[config.mk]
export PLATFORM = sky130hd
export DESIGN_NAME = param_updown_counter_flat
export DESIGN_NICKNAME = d
export VERILOG_FILES = /design/src/rtl/param_updown_counter_pkg.sv /design/src/rtl/param_updown_counter_if.sv /design/src/rtl/param_updown_counter_next.sv /design/src/rtl/param_updown_counter.sv /design/src/flat_wrapper.sv
export SDC_FILE = /design/constraint.sdc
export NUM_CORES = 1
export LEC_CHECK = 0
export CORE_AREA = 2 2 39 41
export CTS_BUF_LIST = sky130_fd_sc_hd__clkbuf_16
export CTS_CLUSTER_DIAMETER = 120
export DETAILED_ROUTE_END_ITERATION = 10
export DIE_AREA = 0 0 41 43
export PLACE_DENSITY_LB_ADDON = 0.08
export SKIP_LAST_GASP = 1
export SYNTH_ARGS = -nofsm -noshare
export SYNTH_HDL_FRONTEND = slang
export SYNTH_SLANG_ARGS = --single-unit
[constraint.sdc]
create_clock -name clk -period 1.75 [get_ports clk]
set_input_delay 0.35 -clock clk [delete_from_list [all_inputs] [get_ports clk]]
set_output_delay 0.35 -clock clk [all_outputs]
set_load 0.01 [all_outputs]
[src/rtl/param_updown_counter_pkg.sv]
// +--------------------------------------------------------------------+
// | param_updown_counter_pkg: shared constants and step decode helper. |
// | Rev 1.0                                                            |
// +--------------------------------------------------------------------+
`default_nettype none

package param_updown_counter_pkg;

  localparam int MODE_WRAP     = 0;
  localparam int MODE_SAT      = 1;
  localparam int DEFAULT_WIDTH = 4;

  typedef enum logic [1:0] {
    STEP_HOLD = 2'd0,
    STEP_LOAD = 2'd1,
    STEP_UP   = 2'd2,
    STEP_DOWN = 2'd3
  } step_e;

  // Load outranks enable; enable outranks hold.
  function automatic step_e decode_step(input logic load, input logic en, input logic up);
    step_e step;
    if (load) begin
      step = STEP_LOAD;
    end else if (en) begin
      step = up ? STEP_UP : STEP_DOWN;
    end else begin
      step = STEP_HOLD;
    end
    return step;
  endfunction

endpackage

`default_nettype wire

[src/rtl/param_updown_counter_if.sv]
// +--------------------------------------------------------------------+
// | param_updown_counter_if: control inputs and status outputs.        |
// | Rev 1.0                                                            |
// +--------------------------------------------------------------------+
`default_nettype none

interface param_updown_counter_if
  import param_updown_counter_pkg::*;
#(
  parameter int WIDTH = DEFAULT_WIDTH
);

  logic             en;
  logic             up;
  logic             load;
  logic [WIDTH-1:0] load_val;
  logic [WIDTH-1:0] count;
  logic             wrap;
  logic             sat;
  logic             at_max;
  logic             at_min;

  modport master (
    output en, up, load, load_val,
    input  count, wrap, sat, at_max, at_min
  );

  modport slave (
    input  en, up, load, load_val,
    output count, wrap, sat, at_max, at_min
  );

endinterface

`default_nettype wire

[src/rtl/param_updown_counter_next.sv]
// +--------------------------------------------------------------------+
// | updown_next_state: combinational next count / wrap / sat decision. |
// | Rev 1.0                                                            |
// +--------------------------------------------------------------------+
`default_nettype none

module updown_next_state
  import param_updown_counter_pkg::*;
#(
  parameter int WIDTH    = DEFAULT_WIDTH,
  parameter int MODULUS  = 2 ** WIDTH,
  parameter int SATURATE = MODE_WRAP
) (
  input  logic [WIDTH-1:0] count_i,
  input  logic             sat_i,
  input  logic             en_i,
  input  logic             up_i,
  input  logic             load_i,
  input  logic [WIDTH-1:0] load_val_i,
  output logic [WIDTH-1:0] count_o,
  output logic             wrap_o,
  output logic             sat_o
);

  // One extra bit keeps MODULUS == 2**WIDTH representable.
  localparam logic [WIDTH:0] MOD_EXT  = (WIDTH+1)'(MODULUS);
  localparam logic [WIDTH:0] MAX_EXT  = (WIDTH+1)'(MODULUS - 1);
  localparam logic [WIDTH:0] ONE_EXT  = (WIDTH+1)'(1);
  localparam logic [WIDTH:0] ZERO_EXT = '0;
  localparam bit             SAT_MODE = (SATURATE == MODE_SAT);

  logic [WIDTH:0] count_ext;
  logic [WIDTH:0] load_ext;
  logic [WIDTH:0] next_ext;
  step_e          step;

  assign count_ext = {1'b0, count_i};
  assign load_ext  = {1'b0, load_val_i};
  assign step      = decode_step(load_i, en_i, up_i);

  always_comb begin
    next_ext = count_ext;
    wrap_o   = 1'b0;
    sat_o    = sat_i;
    case (step)
      STEP_LOAD: begin
        next_ext = (load_ext >= MOD_EXT) ? MAX_EXT : load_ext;
        sat_o    = 1'b0;
      end
      STEP_UP: begin
        if (count_ext == MAX_EXT) begin
          if (SAT_MODE) begin
            sat_o = 1'b1;
          end else begin
            next_ext = ZERO_EXT;
            wrap_o   = 1'b1;
            sat_o    = 1'b0;
          end
        end else begin
          next_ext = count_ext + ONE_EXT;
          sat_o    = 1'b0;
        end
      end
      STEP_DOWN: begin
        if (count_ext == ZERO_EXT) begin
          if (SAT_MODE) begin
            sat_o = 1'b1;
          end else begin
            next_ext = MAX_EXT;
            wrap_o   = 1'b1;
            sat_o    = 1'b0;
          end
        end else begin
          next_ext = count_ext - ONE_EXT;
          sat_o    = 1'b0;
        end
      end
      default: begin
        next_ext = count_ext;
      end
    endcase
    count_o = WIDTH'(next_ext);
  end

endmodule

`default_nettype wire

[src/rtl/param_updown_counter.sv]
// +--------------------------------------------------------------------+
// | param_updown_counter: count/wrap/sat registers and boundary flags. |
// | Rev 1.0                                                            |
// +--------------------------------------------------------------------+
`default_nettype none

module param_updown_counter
  import param_updown_counter_pkg::*;
#(
  parameter int WIDTH    = DEFAULT_WIDTH,
  parameter int MODULUS  = 2 ** WIDTH,
  parameter int SATURATE = MODE_WRAP
) (
  input  logic                 clk,
  input  logic                 rst_n,
  param_updown_counter_if.slave bus
);

  localparam logic [WIDTH-1:0] MAX_VAL = WIDTH'(MODULUS - 1);

  logic [WIDTH-1:0] count_q;
  logic [WIDTH-1:0] count_d;
  logic             wrap_q;
  logic             wrap_d;
  logic             sat_q;
  logic             sat_d;

  updown_next_state #(
    .WIDTH    (WIDTH),
    .MODULUS  (MODULUS),
    .SATURATE (SATURATE)
  ) u_next (
    .count_i    (count_q),
    .sat_i      (sat_q),
    .en_i       (bus.en),
    .up_i       (bus.up),
    .load_i     (bus.load),
    .load_val_i (bus.load_val),
    .count_o    (count_d),
    .wrap_o     (wrap_d),
    .sat_o      (sat_d)
  );

  always_ff @(posedge clk or negedge rst_n) begin
    if (!rst_n) begin
      count_q <= '0;
      wrap_q  <= 1'b0;
      sat_q   <= 1'b0;
    end else begin
      count_q <= count_d;
      wrap_q  <= wrap_d;
      sat_q   <= sat_d;
    end
  end

  assign bus.count  = count_q;
  assign bus.wrap   = wrap_q;
  assign bus.sat    = sat_q;
  assign bus.at_max = (count_q == MAX_VAL);
  assign bus.at_min = (count_q == '0);

endmodule

`default_nettype wire

[src/flat_wrapper.sv]
// flat-port wrapper written by rule: the top's interface ports become plain ports
module param_updown_counter_flat import param_updown_counter_pkg::*;
#(
  parameter int WIDTH    = DEFAULT_WIDTH,
  parameter int MODULUS  = 2 ** WIDTH,
  parameter int SATURATE = MODE_WRAP
)
  (clk, rst_n, bus_en, bus_up, bus_load, bus_load_val, bus_count, bus_wrap, bus_sat, bus_at_max, bus_at_min);
  param_updown_counter_if #(.WIDTH(WIDTH)) bus_i ();
  input  logic clk;
  input  logic rst_n;
  input wire logic [$bits(bus_i.en)-1:0] bus_en;
  input wire logic [$bits(bus_i.up)-1:0] bus_up;
  input wire logic [$bits(bus_i.load)-1:0] bus_load;
  input wire logic [$bits(bus_i.load_val)-1:0] bus_load_val;
  output wire logic [$bits(bus_i.count)-1:0] bus_count;
  output wire logic [$bits(bus_i.wrap)-1:0] bus_wrap;
  output wire logic [$bits(bus_i.sat)-1:0] bus_sat;
  output wire logic [$bits(bus_i.at_max)-1:0] bus_at_max;
  output wire logic [$bits(bus_i.at_min)-1:0] bus_at_min;
  assign bus_i.en = bus_en;
  assign bus_i.up = bus_up;
  assign bus_i.load = bus_load;
  assign bus_i.load_val = bus_load_val;
  assign bus_count = bus_i.count;
  assign bus_wrap = bus_i.wrap;
  assign bus_sat = bus_i.sat;
  assign bus_at_max = bus_i.at_max;
  assign bus_at_min = bus_i.at_min;
  param_updown_counter #(.WIDTH(WIDTH), .MODULUS(MODULUS), .SATURATE(SATURATE)) u_core (.clk(clk), .rst_n(rst_n), .bus(bus_i));
endmodule
==> reports/qor.yml <==
clock_tree:
  cts_hold_repair.buffers: 0
  clock_latency_ns: 0.22
  cts_root_buffer: "clkbuf_16"
  htreeDepth: 1
  clock-sinks: 5
  clk_pin_slew_ns: 0.03
  cts_buffers: 3
  clockBufferDepth: 2
  cts_tree: "built"
critical_path:
  crit_path_start_kind: "flip-flop"
  cp.required_ns: 1.86
  cp-end-kind: "flip-flop"
  crit_path_end: "u_core.bus.count[3]"
  regToRegEndpoint: "u_core.bus.count[3]"
  arrival_ns: 1.84
  reg2reg_depth: 6
  crit_fanout: 4
  critPathKind: "reg -> reg"
  r2r-start: "u_core.bus.count[1]"
  r2r_slack_ns: 0.02
  critPathLaunch: "u_core.bus.count[1]"
synth:
  ys_seq_area_frac: 0.3300
  syn_nets: 53
  yosys_warnings: 0
  synthDistinctLibCells: 27
  yosys-top-cells-area: "dfrtp_1 33%, ha_1 6.6%, or4b_1 5.3%"
  yosysTopAreaCell: "dfrtp_1"
  syn-mean-instance-area_um2: 9.027
  netlist.area_leader.share: 0.3300
  synthCells: 42
  ys_seq_elements: 5
  synth_area_um2: 379.1
power_and_ir_drop:
  p_per_area_nw_per_um2: 1025
  peakVddDrop_v: 0.0006847
  p_leak_uw: 0.0003252
  p_total_uw: 741.3
grt:
  overflow: 0
  antenna_found_initial: 0
  grt_pass1_wl_um: 1573
  grt_max_degree: 10
  gr-usage-all-layers: 0.1326
  first_global_vias: 392
routing:
  routed_wl_um: 1026
  top_layer_used: "met3"
  drc: 0
  wl_met3_um: 52
  wl_per_cell_um: 12.21
  met2_length_um: 537
  via_per_inst: 4.619
  dr.pass1.iters: 4
  drt_iter0_markers: 8
  met1_length_um: 436
  detail-route-antenna-nets: 0
  vias: 388
timing:
  clock.fmax_mhz: 577.3
  skew_ns: 0.0006060
  rsz0062_at_grt: "true"
  post-route-min-period_ns: 1.732
  hold_viol: 0
  layout_setup_ws_ns: 0.01772
  final.period_utilization: 0.9899
  drv_slew: 0
  setup_viol: 0
placement:
  dp.final_hpwl_um: 717.8
  gp_congestion: 0.6971
  portBuffers: 15
  place_ws_ns: 0.02388
floorplanning:
  die_h_um: 43
  core_um2: 1384
  die_x_um: 41
  io-pin-count: 17
  start_util: 0.2740
  rows: 14
  die_area_um2: 1763
finish:
  final_cell_mix: "13 x clkdlybuf4s50_1, 7 x buf_4, 5 x dfrtp_1"
  diodes: 0
  final_common_cell: "clkdlybuf4s50_1"
  fillers: 139
  drive_gt1_frac: 0.3088
  num-nets-final: 80
  area_growth_pct: 90.76
min_path:
  min_path_type: "in -> async"
job:
  cap_viol_max_count: 0
outcome:
  outcome: "finished, final reports clean"
[cell usage after synthesis]
cell / number
nand3_1: 1
nor3b_1: 2
and3_1: 1
nand2b_1: 2
a211o_1: 1
o21ai_0: 1
conb_1: 1
xnor2_1: 2
nand2_1: 5
mux2_2: 1
o22ai_1: 1
buf_2: 1
a21oi_1: 2
o32ai_1: 1
clkbuf_1: 1
mux2_1: 1
buf_4: 1
or3b_1: 1
ha_1: 2
or4b_1: 2
mux2i_1: 1
inv_1: 2
xor2_1: 1
nor2_1: 1
o311ai_1: 1
o21ai_1: 1
dfrtp_1: 5
[registers in the layout, indices dropped and copies added, names as in the netlist]
name              count
u_core.bus.count      4
u_core.bus.wrap       1
[power by group]
part	total, uW	switching, uW	internal, uW
clock	367	71.1	296
combinational	219	85.4	134
sequential	156	25.4	130
total	741	182	559
[timing repair]
| action | CTS | global route |
|---|---|---|
| setup endpoints to repair | 2 | 5 |
| buffers inserted | 1 | 2 |
| gates resized for setup | 2 | 13 |
| pin swaps | 0 | 3 |
| gates cloned | 0 | 0 |
[metrics by stage]
| step | utilization | std cells | setup TNS (ns) | hold WS (ns) | instance area, um^2 |
|---|---|---|---|---|---|
| CTS | 0.4837 | 82 | 0 | 0.3481 | 669.4 |
| floorplan | - | 42 | 0 | 0.05441 | 379.1 |
| global placement | 0.4231 | 77 | 0 | 0.5860 | 585.6 |
| finish | 0.5226 | 84 | 0 | 0.3442 | 723.2 |
| global route | 0.5226 | 84 | -0.04242 | 0.3604 | 723.2 |
| detailed placement | 0.4231 | 77 | 0 | 0.5869 | 585.6 |
[layer usage]
layer	up-vias	global-route usage
li1	199	-
met1	179	0.1683
met2	10	0.1938
met3	0	0.04712
met4	0	0.06000
met5	-	0
[worst min-delay path by stage]
stage	start	end	slack, ns	cells after the start
floorplan	rst_n	u_core.bus.count[0]	0.05	0
global placement	rst_n	u_core.bus.wrap	0.59	1
detailed placement	rst_n	u_core.bus.wrap	0.59	1
CTS	rst_n	u_core.bus.count[2]	0.35	1
global route	rst_n	u_core.bus.count[2]	0.36	1
finish	rst_n	u_core.bus.count[2]	0.34	1
[cell type report]
class	instances	area (um^2)	share of cell area
clock buffers	3	75.07	0.1038
clock inverters	1	3.754	0.005190
inverters	2	7.507	0.01038
multi-input cells	32	265.3	0.3668
flip-flops and latches	5	125.1	0.1730
well taps	16	20.02	0.02768
repair buffers	25	226.5	0.3131
[cell families (layout without fill, tap and decap cells)]
logic type      count (synthesis)  in the layout  synth area share
simple gates                   15             15            0.2376
compound gates                  8              8            0.1386
xor+xnor                        3              3           0.06932
buf+inv                         5             31           0.06270
other cells                     1              1          0.009891
mux                             3              3           0.08581
flops                           5              5            0.3300
fa+ha+maj                       2              2           0.06600
[worst max-delay path, stage by stage (launching register included)]
cell and delay, ns:
dfrtp_1 0.38, buf_6 0.13, buf_6 0.11, or4b_4 0.49, o311ai_4 0.10, o32ai_2 0.13, a211o_1 0.27
No activity file was read; power rests on OpenSTA's default activity.
